<file path="src/rtl/crossword_pkg.sv">
// Shared constants, keycodes and FSM state type for the crossword cursor logic.
package crossword_pkg;

  localparam int GRID_N       = 5;
  localparam int CELL_SIZE    = 80;
  localparam int X_ORIGIN     = 4;
  localparam int Y_ORIGIN     = 80;
  localparam int REPEAT_DELAY = 30;
  localparam int REPEAT_RATE  = 6;

  localparam logic [7:0] KEY_RIGHT = 8'h4F;
  localparam logic [7:0] KEY_LEFT  = 8'h50;
  localparam logic [7:0] KEY_DOWN  = 8'h51;
  localparam logic [7:0] KEY_UP    = 8'h52;
  localparam logic [7:0] KEY_BKSP  = 8'h2A;
  localparam logic [7:0] KEY_SPACE = 8'h2C;
  localparam logic [7:0] KEY_A     = 8'h04;
  localparam logic [7:0] KEY_Z     = 8'h1D;

  typedef enum logic [1:0] {
    IDLE,
    WRITE,
    BACKSPACE_WRITE
  } state_t;

  function automatic logic is_letter(input logic [7:0] code);
    return (code >= KEY_A) && (code <= KEY_Z);
  endfunction

  // One cell forward/back, saturating at the grid edges (no wrap).
  function automatic logic [2:0] step_fwd(input logic [2:0] v);
    return (v == 3'(GRID_N - 1)) ? v : v + 3'd1;
  endfunction

  function automatic logic [2:0] step_back(input logic [2:0] v);
    return (v == 3'd0) ? v : v - 3'd1;
  endfunction

endpackage

</file>
<file path="src/rtl/key_repeat.sv">
// Turns the level-held keycode into discrete key events with typematic repeat.
import crossword_pkg::*;

module key_repeat #(
  parameter int REPEAT_DELAY = crossword_pkg::REPEAT_DELAY,
  parameter int REPEAT_RATE  = crossword_pkg::REPEAT_RATE
) (
  input  logic       frame_clk,
  input  logic       Reset_n,
  input  logic [7:0] keycode,
  output logic       key_evt,
  output logic [7:0] evt_code
);

  logic [7:0] prev_key;
  logic [7:0] hold_cnt;
  logic [7:0] hold_inc;
  logic       new_evt;
  logic       rpt_evt;

  assign new_evt  = (keycode != 8'd0) && (keycode != prev_key);
  assign hold_inc = hold_cnt + 8'd1;
  // The repeat fires on the frame the count reaches the delay, so the first
  // repeat lands REPEAT_DELAY frames after the press and then every REPEAT_RATE.
  assign rpt_evt  = !new_evt && (keycode != 8'd0) && (hold_inc == 8'(REPEAT_DELAY));
  assign key_evt  = new_evt | rpt_evt;
  assign evt_code = keycode;

  always_ff @(posedge frame_clk or negedge Reset_n) begin
    if (!Reset_n) begin
      prev_key <= 8'd0;
      hold_cnt <= 8'd0;
    end else begin
      prev_key <= keycode;
      if (new_evt || keycode == 8'd0)
        hold_cnt <= 8'd0;
      else if (rpt_evt)
        hold_cnt <= 8'(REPEAT_DELAY - REPEAT_RATE);
      else
        hold_cnt <= hold_inc;
    end
  end

endmodule

</file>
<file path="src/rtl/cursor_controller.sv">
// Crossword cursor FSM: moves the highlight cell, toggles direction and issues
// single-cell letter/blank writes to the grid store with auto-advance.
import crossword_pkg::*;

module cursor_controller #(
  parameter int REPEAT_DELAY = crossword_pkg::REPEAT_DELAY,
  parameter int REPEAT_RATE  = crossword_pkg::REPEAT_RATE
) (
  input  logic       frame_clk,
  input  logic       Reset_n,
  input  logic [7:0] keycode,
  input  logic       wr_ack,
  output logic [2:0] cell_row,
  output logic [2:0] cell_col,
  output logic       dir_down,
  output logic [9:0] highlightX,
  output logic [9:0] highlightY,
  output logic       wr_req,
  output logic [2:0] wr_row,
  output logic [2:0] wr_col,
  output logic [4:0] wr_data
);

  logic       key_evt;
  logic [7:0] evt_code;
  state_t     state;

  key_repeat #(
    .REPEAT_DELAY (REPEAT_DELAY),
    .REPEAT_RATE  (REPEAT_RATE)
  ) u_key_repeat (
    .frame_clk (frame_clk),
    .Reset_n   (Reset_n),
    .keycode   (keycode),
    .key_evt   (key_evt),
    .evt_code  (evt_code)
  );

  always_ff @(posedge frame_clk or negedge Reset_n) begin
    if (!Reset_n) begin
      state    <= IDLE;
      cell_row <= 3'd0;
      cell_col <= 3'd0;
      dir_down <= 1'b0;
      wr_req   <= 1'b0;
      wr_row   <= 3'd0;
      wr_col   <= 3'd0;
      wr_data  <= 5'd0;
    end else begin
      case (state)
        IDLE: begin
          if (key_evt) begin
            if (is_letter(evt_code)) begin
              wr_req  <= 1'b1;
              wr_row  <= cell_row;
              wr_col  <= cell_col;
              wr_data <= 5'(evt_code - 8'd3);
              state   <= WRITE;
            end else begin
              case (evt_code)
                KEY_RIGHT: cell_col <= step_fwd(cell_col);
                KEY_LEFT:  cell_col <= step_back(cell_col);
                KEY_DOWN:  cell_row <= step_fwd(cell_row);
                KEY_UP:    cell_row <= step_back(cell_row);
                KEY_SPACE: dir_down <= ~dir_down;
                KEY_BKSP: begin
                  wr_req  <= 1'b1;
                  wr_row  <= cell_row;
                  wr_col  <= cell_col;
                  wr_data <= 5'd0;
                  state   <= BACKSPACE_WRITE;
                end
                default: ;
              endcase
            end
          end
        end
        // Key events arriving while a write is outstanding are dropped,
        // including one coincident with the ack.
        WRITE: begin
          if (wr_ack) begin
            wr_req <= 1'b0;
            if (dir_down) cell_row <= step_fwd(cell_row);
            else          cell_col <= step_fwd(cell_col);
            state <= IDLE;
          end
        end
        BACKSPACE_WRITE: begin
          if (wr_ack) begin
            wr_req <= 1'b0;
            if (dir_down) cell_row <= step_back(cell_row);
            else          cell_col <= step_back(cell_col);
            state <= IDLE;
          end
        end
        default: state <= IDLE;
      endcase
    end
  end

  assign highlightX = 10'(X_ORIGIN) + 10'(cell_col) * 10'(CELL_SIZE);
  assign highlightY = 10'(Y_ORIGIN) + 10'(cell_row) * 10'(CELL_SIZE);

endmodule

</file>
<file path="config.mk">
export PLATFORM = sky130hd
export DESIGN_NAME = cursor_controller
export DESIGN_NICKNAME = d
export VERILOG_FILES = /design/src/rtl/crossword_pkg.sv /design/src/rtl/key_repeat.sv /design/src/rtl/cursor_controller.sv
export SDC_FILE = /design/constraint.sdc
export NUM_CORES = 1
export LEC_CHECK = 0
export BUFFER_PORTS_ARGS = -buffer_cell sky130_fd_sc_hd__buf_2
export CAP_MARGIN = 20
export CORE_AREA = 2 2 112 114
export DETAILED_ROUTE_END_ITERATION = 8
export DIE_AREA = 0 0 114 116
export PLACE_DENSITY = 0.42
export SLEW_MARGIN = 15
export SYNTH_ARGS = -nofsm -noshare
export SYNTH_HDL_FRONTEND = slang
export SYNTH_SLANG_ARGS = --single-unit
</file>
<file path="constraint.sdc">
create_clock -name frame_clk -period 5.1 [get_ports frame_clk]
set_input_delay 0.765 -clock frame_clk [delete_from_list [all_inputs] [get_ports frame_clk]]
set_output_delay 0.765 -clock frame_clk [all_outputs]
set_load 0.005 [all_outputs]
</file>
==> impl_metrics.toml, run 1 <==
[run]
cap_violations = 0

[critical_path]
critPathKind = "flip-flop to output port"
crit_fanout = 12
worstPathRequired_ns = 4.34
arrival_ns = 2.03
start_kind = "flip-flop"
cp-end-kind = "output port"

[cts]
tritoncts = "built"
clockRootBuffer = "clkbuf_16"
cts_made_buffers = 5
clock_path_buffers = 2
cts_resized = 0
postCtsSetupRepairBufs = 0
clk_pin_slew_ns = 0.06
h-tree-depth = 2
cts_hold_buf = 0
cts.sinks = 37
clk_latency_ns = 0.29

[die]
dieArea_um2 = 13220
die_w_um = 114
fp.dieH_um = 116
core.rowCount = 40
start_util = 0.2291
core_area_um2 = 11910
pin_count = 50

[global_route]
antenna_found_initial = 0
overflow = 0
grt_pass1_wl_um = 10750
grt_pass1_vias = 2079
grt_start_max_net_pins = 38
grtUsageTotal = 0.1043

[timing]
maxSlewViolCount = 0
maxSlewHeadroom = 0.4012
hold_viol = 0
post-route-min-period_ns = 2.793
rsz0062_at_grt = "false"
setup_tns_ns = 0
setup-violations-final = 0
worstMarginPinSlew_ns = 0.8952
post-route-period-util = 0.5476
max_freq_mhz = 358.1
finClkSkew_ns = 0.007806
fin_ws_ns = 2.307

[final_layout]
num-nets-final = 353
area_growth_pct = 16.19
utilization = 0.2662
fin_cells = 466
antenna_cells = 0
drive_above_1_share = 0.2006

[synthesis]
avgSynthCellArea_um2 = 9.643
synth_top_area_frac = 0.3393
yosysWarnings = 0
yosysTopAreaCell = "dfrtp_1"
synthFlopType = "dfrtp_1"
async_reset_ff_frac = 1.000
netlist_area_um2 = 2729
netlist_instances = 283
synth_area_leaders = "dfrtp_1 34%, ha_1 11%, xor2_1 5.1%"
ys_ff_latch = 37
yosysSeqAreaShare = 0.3393
synth_cell_type_count = 63
synth_edf_count = 0

[status]
status = "finished, final reports clean"

[power]
max-vdd-ir-drop_uv = 172.2
powerDensity_nw_per_um2 = 479.6
p_leak_nw = 1.456
finalPower_mw = 1.521

[worst_hold_path]
min_path_type = "flip-flop to flip-flop"

[routing]
avgRoutedWirePerCell_um = 13.53
top_layer = "met4"
wl_um = 6304
met1_length_um = 3224
viasPerCell = 4.483
wl_met3_um = 230
ant_nets = 0
dr.first_iter.drc_count = 80
firstDrtPassIters = 4
num_vias = 2089
drcViolationCount = 0
met2_length_um = 2760

[place]
place_congestion = 0.7500
dp_hpwl_um = 4702
preCtsSetupSlack_ns = 2.118
portBuffers = 41
dp_cells = 459
==> cell type report <==
cell class	count	area, um^2
Clock buffer	7	142.6
Fill cell	1281	8741
Sequential cell	37	925.9
Tap cell	147	183.9
Timing Repair Buffer	41	205.2
Multi-Input combinational cell	219	1657
Inverter	15	56.30
==> cells by family (layout without fill, tap and decap cells) <==
family / Yosys count / in the layout / synth area share
DFF: 37 / 37 / 0.3393
adders and majority gates: 23 / 23 / 0.1055
other: 2 / 8 / 0.002752
muxes: 18 / 18 / 0.08070
buffers and inverters: 33 / 63 / 0.06189
and+or+nand+nor: 88 / 88 / 0.1797
xor gates and xnor gates: 26 / 26 / 0.08344
AOI/OAI and AO/OA: 56 / 56 / 0.1467
==> sequential cells by signal, indices dropped and copies added (netlist names) <==
| signal | flops |
|---|---|
| wr_col | 3 |
| wr_req | 1 |
| cell_row | 3 |
| u_key_repeat.prev_key | 8 |
| wr_data | 5 |
| cell_col | 3 |
| state | 2 |
| wr_row | 3 |
| u_key_repeat.hold_cnt | 8 |
| dir_down | 1 |
==> metal layers <==
metal | vias to the layer above | track usage
li1 | 1057 | -
met1 | 983 | 0.1438
met2 | 42 | 0.1627
met3 | 7 | 0.02458
met4 | 0 | 0.03171
met5 | - | 0
==> per-stage QoR <==
stage,area (um^2),hold WS [ns]
final,3171,0.4838
after global routing,3171,0.5159
after CTS,3171,0.4920
after detailed placement,3028,0.4744
after global placement,3028,0.4669
after floorplan,2751,0.4694
==> final timing paths <==
check,cells past startpoint,slack (ns),endpoint,from
setup / recovery,7,2.31,highlightY[9],cell_row[2]
hold / removal,1,0.48,wr_data[0],wr_data[0]
setup reg to reg,6,2.40,wr_col[2],u_key_repeat.hold_cnt[0]
hold reg to reg,1,0.48,wr_data[0],wr_data[0]
max in group asynchronous,1,3.94,cell_col[2],Reset_n
min in group asynchronous,1,0.61,u_key_repeat.hold_cnt[2],Reset_n
==> where the power goes <==
| group | switching (mW) | internal (mW) | leakage (nW) | total, mW |
|---|---|---|---|---|
| Combinational | 0.384 | 0.378 | 0.911 | 0.762 |
| Clock | 0.116 | 0.192 | 0.0700 | 0.308 |
| Sequential | 0.0929 | 0.358 | 0.475 | 0.451 |
==> critical path: stages (launching register included) <==
cell and delay, ns:
dfrtp_1 0.55, ha_1 0.28, ha_1 0.18, ha_1 0.31, nand2_1 0.05, nor2_1 0.11, xor2_1 0.14, buf_2 0.12
==> cell usage after synthesis, drive strengths merged, types with 3 or more instances <==
library cell	count
a31o	3
nor3	5
nor2	21
ha	23
nand2b	9
nand3	5
xor2	16
buf	12
mux2	14
or2	3
inv	15
dfrtp	37
nor2b	5
nor3b	4
xnor2	10
a21oi	13
o21ai	10
mux2i	4
and3	3
clkbuf	6
nand2	16
a21o	4
nand4	4
==> cells in the final DEF, fill, tap and decap left out, types with 3 or more instances in the layout <==
cell type   n
nor2_1     21
xnor2_1    10
nor2b_1     5
nand3_1     5
nand2_1    16
mux2_4      6
ha_1       23
xor2_1     16
nand2b_1    9
buf_2      41
clkbuf_16   5
mux2_1      5
a21oi_1    13
nor3b_1     4
o21ai_0     7
nor3_1      4
nand4_1     4
and3_1      3
conb_1      8
mux2i_1     4
a21o_1      4
mux2_2      3
dfrtp_1    37
inv_1      15
No activity file was read; power rests on OpenSTA's default activity.
==> inputs of run 2 (changes only) <==
PLACE_DENSITY = 0.44   (was 0.42)
clock period = 2.3 ns   (was 5.1 ns; I/O delays follow)
==> impl_metrics.toml, run 2 (synthesized netlist as in run 1, its figures left out) <==
[cts]
h-tree-depth = 2
clk_pin_slew_ns = 0.06
postCtsSetupRepairBufs = 0
clk_latency_ns = 0.28
clock_path_buffers = 2
cts_made_buffers = 5
clockRootBuffer = "clkbuf_16"
tritoncts = "built"
cts_hold_buf = 0
cts.sinks = 37

[final_layout]
multi_input_area_um2 = 1678
num-nets-final = 394
fin_cells = 508
fillers = 1272
antenna_cells = 0
area_growth_pct = 29.80
drive_above_1_share = 0.3047
register_area_um2 = 925.9
final_common_cell = "buf_2"
top_regs = "u_key_repeat.hold_cnt (8), u_key_repeat.prev_key (8), wr_data (5)"
postLayoutCellArea_um2 = 3542
final_cell_mix = "41 x buf_2, 40 x buf_4, 37 x dfrtp_1"

[global_route]
grtUsageTotal = 0.1075
antenna_found_initial = 0
grt_pass1_vias = 2290
grt_pass1_wl_um = 11230
overflow = 0
grt_start_max_net_pins = 38

[die]
pin_count = 50
fp.dieH_um = 116
die_w_um = 114
core.rowCount = 40
start_util = 0.2291
core_area_um2 = 11910
dieArea_um2 = 13220

[place]
portBuffers = 41
place_area_um2 = 3348
place_congestion = 0.8018
preCtsSetupSlack_ns = -0.005335
dp_hpwl_um = 5192
dp_cells = 500

[routing]
avgRoutedWirePerCell_um = 13.16
num_vias = 2257
wl_um = 6684
ant_nets = 0
viasPerCell = 4.443
drcViolationCount = 0
firstDrtPassIters = 4
dr.first_iter.drc_count = 83

[timing]
fin_ws_ns = 0.1116
maxSlewViolCount = 0
max_freq_mhz = 457.0
hold_viol = 0
setup_tns_ns = 0
rsz0062_at_grt = "true"
post-route-min-period_ns = 2.188
post-route-period-util = 0.9515
setup-violations-final = 0
maxSlewHeadroom = 0.4274
worstMarginPinSlew_ns = 0.8589
finClkSkew_ns = 0.003968

[critical_path]
crit_fanout = 6
worstPathRequired_ns = 1.96
cp-end-kind = "output port"
arrival_ns = 1.84
start_kind = "flip-flop"
critPathKind = "flip-flop to output port"

[power]
combPwrFrac = 0.539
intPower_mw = 2.323
finalPower_mw = 3.703
p_leak_nw = 1.674
clkPwrFrac = 0.220
switching_power_mw = 1.380
max-vdd-ir-drop_uv = 379.4
p_sw_frac = 0.3727
seqPwrFrac = 0.241
powerDensity_nw_per_um2 = 1045

[status]
status = "finished, final reports clean"

[run]
cap_violations = 0

[worst_hold_path]
min_path_type = "input port to asynchronous set/reset pin"
run 2: cell count changes in the layout (fill, tap and decap cells not counted), sizes merged:
cell | before | now
buf | 41 | 82
bufinv | 0 | 1
run 2: layout make-up:
class                           count  area share
Inverter                           15     0.01590
Clock inverter                      1    0.008478
Clock buffer                        7     0.04027
Tap cell                          147     0.05192
Multi-Input combinational cell    219      0.4737
Sequential cell                    37      0.2614
Timing Repair Buffer               82      0.1484
run 2: per-stage QoR:
step	utilization	hold WS, ns
5_1_grt	0.2974	0.2293
6_report	0.2974	0.1800
2_1_floorplan	-	0.04941
4_1_cts	0.2956	0.2220
3_5_place_dp	0.2811	0.4705
3_3_place_gp	0.2811	0.4652
run 2: layer usage:
layer / up-vias / share of wire / GRT usage
met5: - / 0 / 0
met4: 0 / 0.014 / 0.03008
met3: 9 / 0.034 / 0.02197
met2: 45 / 0.46 / 0.1750
met1: 1066 / 0.50 / 0.1453
li1: 1137 / - / -
run 2: final timing paths:
check / end / slack (ns) / cells after the start / startpoint
setup / recovery: highlightY[9] / 0.11 / 8 / cell_row[0]
hold / removal: u_key_repeat.hold_cnt[5] / 0.18 / 1 / Reset_n
setup reg to reg: wr_row[2] / 0.20 / 9 / u_key_repeat.hold_cnt[1]
hold reg to reg: wr_col[2] / 0.48 / 1 / wr_col[2]
max in group asynchronous: state[1] / 1.58 / 1 / Reset_n
min in group frame_clk: u_key_repeat.prev_key[4] / 0.24 / 1 / keycode[4]
run 2: worst max-delay path, stage by stage (launching register included):
cell	delay, ns
dfrtp_1	0.37
buf_4	0.16
ha_1	0.20
ha_2	0.18
ha_4	0.27
nand2_1	0.05
nor2_2	0.09
xor2_1	0.13
buf_2	0.12
run 2: power by group through the flow:
stage               Sequential [mW]  Clock, mW  Combinational (mW)
global placement              0.908          0                1.97
CTS                           0.897      0.841                2.01
detailed placement            0.905          0                2.00
global route                  0.920      0.873                2.26
finish                        0.893      0.814                2.00
floorplan                     0.937          0                1.24
run 2: timing repair:
item | 4_1_cts | 5_1_grt
gates resized for setup | 0 | 4
hold endpoints to repair | 0 | 0
endpoints found under the setup margin | 0 | 12
==> inputs of run 3 (changes only) <==
ABC_AREA = 0   (was default)
PLACE_DENSITY = 0.42   (was 0.44)
clock period = 2.06 ns   (was 2.3 ns; I/O delays follow)
==> impl_metrics.toml, run 3 (synthesized netlist as in run 1, its figures left out) <==
[die]
core.rowCount = 40
fp.dieH_um = 116
dieArea_um2 = 13220
pin_count = 50
die_w_um = 114
start_util = 0.2291
core_area_um2 = 11910

[cts]
clk_latency_ns = 0.28
h-tree-depth = 2
clock_path_buffers = 2
cts_made_buffers = 5
clk_pin_slew_ns = 0.06
tritoncts = "built"
clockRootBuffer = "clkbuf_16"
cts.sinks = 37

[routing]
dr.first_iter.drc_count = 98
drcViolationCount = 0
wl_um = 7183
met1_length_um = 3495
viasPerCell = 4.394
wl_met3_um = 286
top_layer = "met4"
met2_length_um = 3287
num_vias = 2364
firstDrtPassIters = 4
ant_nets = 0
avgRoutedWirePerCell_um = 13.35

[timing]
maxSlewViolCount = 0
max_freq_mhz = 495.4
hold_viol = 0
holdWs_ns = 0.001658
post-route-min-period_ns = 2.019
post-route-period-util = 0.9799
setup_tns_ns = 0
maxSlewHeadroom = 0.6392
worstMarginPinSlew_ns = 0.5413
finClkSkew_ns = 0.005033
rsz0062_at_grt = "true"
setup-violations-final = 0

[global_route]
grtUsageTotal = 0.1118
grt_pass1_wl_um = 11650
grt_start_max_net_pins = 25
antenna_found_initial = 0
overflow = 0
grt_pass1_vias = 2366

[place]
place_congestion = 0.8257
dp_hpwl_um = 5425
place_area_um2 = 3521
portBuffers = 41

[final_layout]
antenna_cells = 0
final_common_cell = "buf_4"
num-nets-final = 424
area_growth_pct = 43.33
drive_above_1_share = 0.4143
final_cell_mix = "69 x buf_4, 41 x buf_2, 37 x dfrtp_1"
fillers = 1262
postLayoutCellArea_um2 = 3911
top_regs = "u_key_repeat.hold_cnt (8), u_key_repeat.prev_key (8), wr_data (5)"

[power]
switching_power_mw = 1.676
combPwrFrac = 0.582
max-vdd-ir-drop_uv = 605.4
p_sw_frac = 0.3683
finalPower_mw = 4.549
seqPwrFrac = 0.219
intPower_mw = 2.874
clkPwrFrac = 0.199
p_leak_nw = 1.849
powerDensity_nw_per_um2 = 1163

[critical_path]
crit_start = "state[1]"
worstPathRequired_ns = 2.23
critPathKind = "flip-flop to flip-flop"
arrival_ns = 2.19
reg2reg_from = "state[1]"
cp-end-kind = "flip-flop"
start_kind = "flip-flop"
crit_fanout = 4

[status]
status = "finished, final reports clean"

[worst_hold_path]
min_path_type = "input port to asynchronous set/reset pin"

[run]
cap_violations = 0
run 3: cell types whose count changed in the layout (fill, tap and decap cells not counted), moves of 3 or more:
cell	change
mux2_1	-3
buf_4	+29
o21ai_0	-5
mux2_4	+3
o21ai_1	+3
ha_1	-4
ha_4	+3
run 3: path summary, 6_finish.rpt:
kind                                                 end  slack, ns  depth (start not counted)
worst max-delay path                         cell_col[0]       0.04                          8
worst min-delay path            u_key_repeat.hold_cnt[5]      0.002                          1
worst max register to register               cell_col[0]       0.04                          8
worst min register to register                 wr_row[2]       0.48                          1
max in group asynchronous                      wr_row[2]       1.52                          2
min in group frame_clk          u_key_repeat.prev_key[1]       0.20                          1
run 3: cell type report:
class,instances,area [um^2],area share
Tap cell,147,183.9,0.04702
Clock buffer,7,142.6,0.03647
Inverter,15,56.30,0.01440
Clock inverter,1,30.03,0.007678
Multi-Input combinational cell,219,1818,0.4648
Sequential cell,37,925.9,0.2367
Timing Repair Buffer,112,754.5,0.1929
run 3: repair_timing:
item	4_1_cts	5_1_grt
setup endpoints to repair	13	19
pin swaps	0	13
buffers inserted	2	6
resized for setup	8	31
hold buffers	0	0
run 3: metal layers:
metal  up-vias  track usage
li1       1202            -
met1      1109       0.1480
met2        44       0.1802
met3         9      0.02824
met4         0      0.03496
met5         -            0
run 3: power by group through the flow:
stage / Sequential (mW) / Clock [mW] / Combinational [mW]
3_3_place_gp: 1.02 / 0 / 2.32
2_1_floorplan: 1.05 / 0 / 1.38
6_report: 0.998 / 0.904 / 2.65
4_1_cts: 1.00 / 0.932 / 2.41
3_5_place_dp: 1.02 / 0 / 2.33
5_1_grt: 1.03 / 0.960 / 2.93
run 3: stage by stage:
step | setup slack [ns] | cells | util
final | 0.04146 | 538 | 0.3284
after global routing | -0.04913 | 538 | 0.3284
after CTS | -0.02268 | 533 | 0.3140
after detailed placement | -0.1982 | 523 | 0.2956
after global placement | -0.1667 | 523 | 0.2956
after floorplan | -0.04466 | 289 | -
run 3: critical path, stage by stage (launching register included):
cell      delay, ns
dfrtp_1        0.40
buf_6          0.13
ha_4           0.15
or2_4          0.24
a21o_1         0.21
a31o_4         0.23
nand2b_4       0.13
o21a_1         0.18
o221a_1        0.23
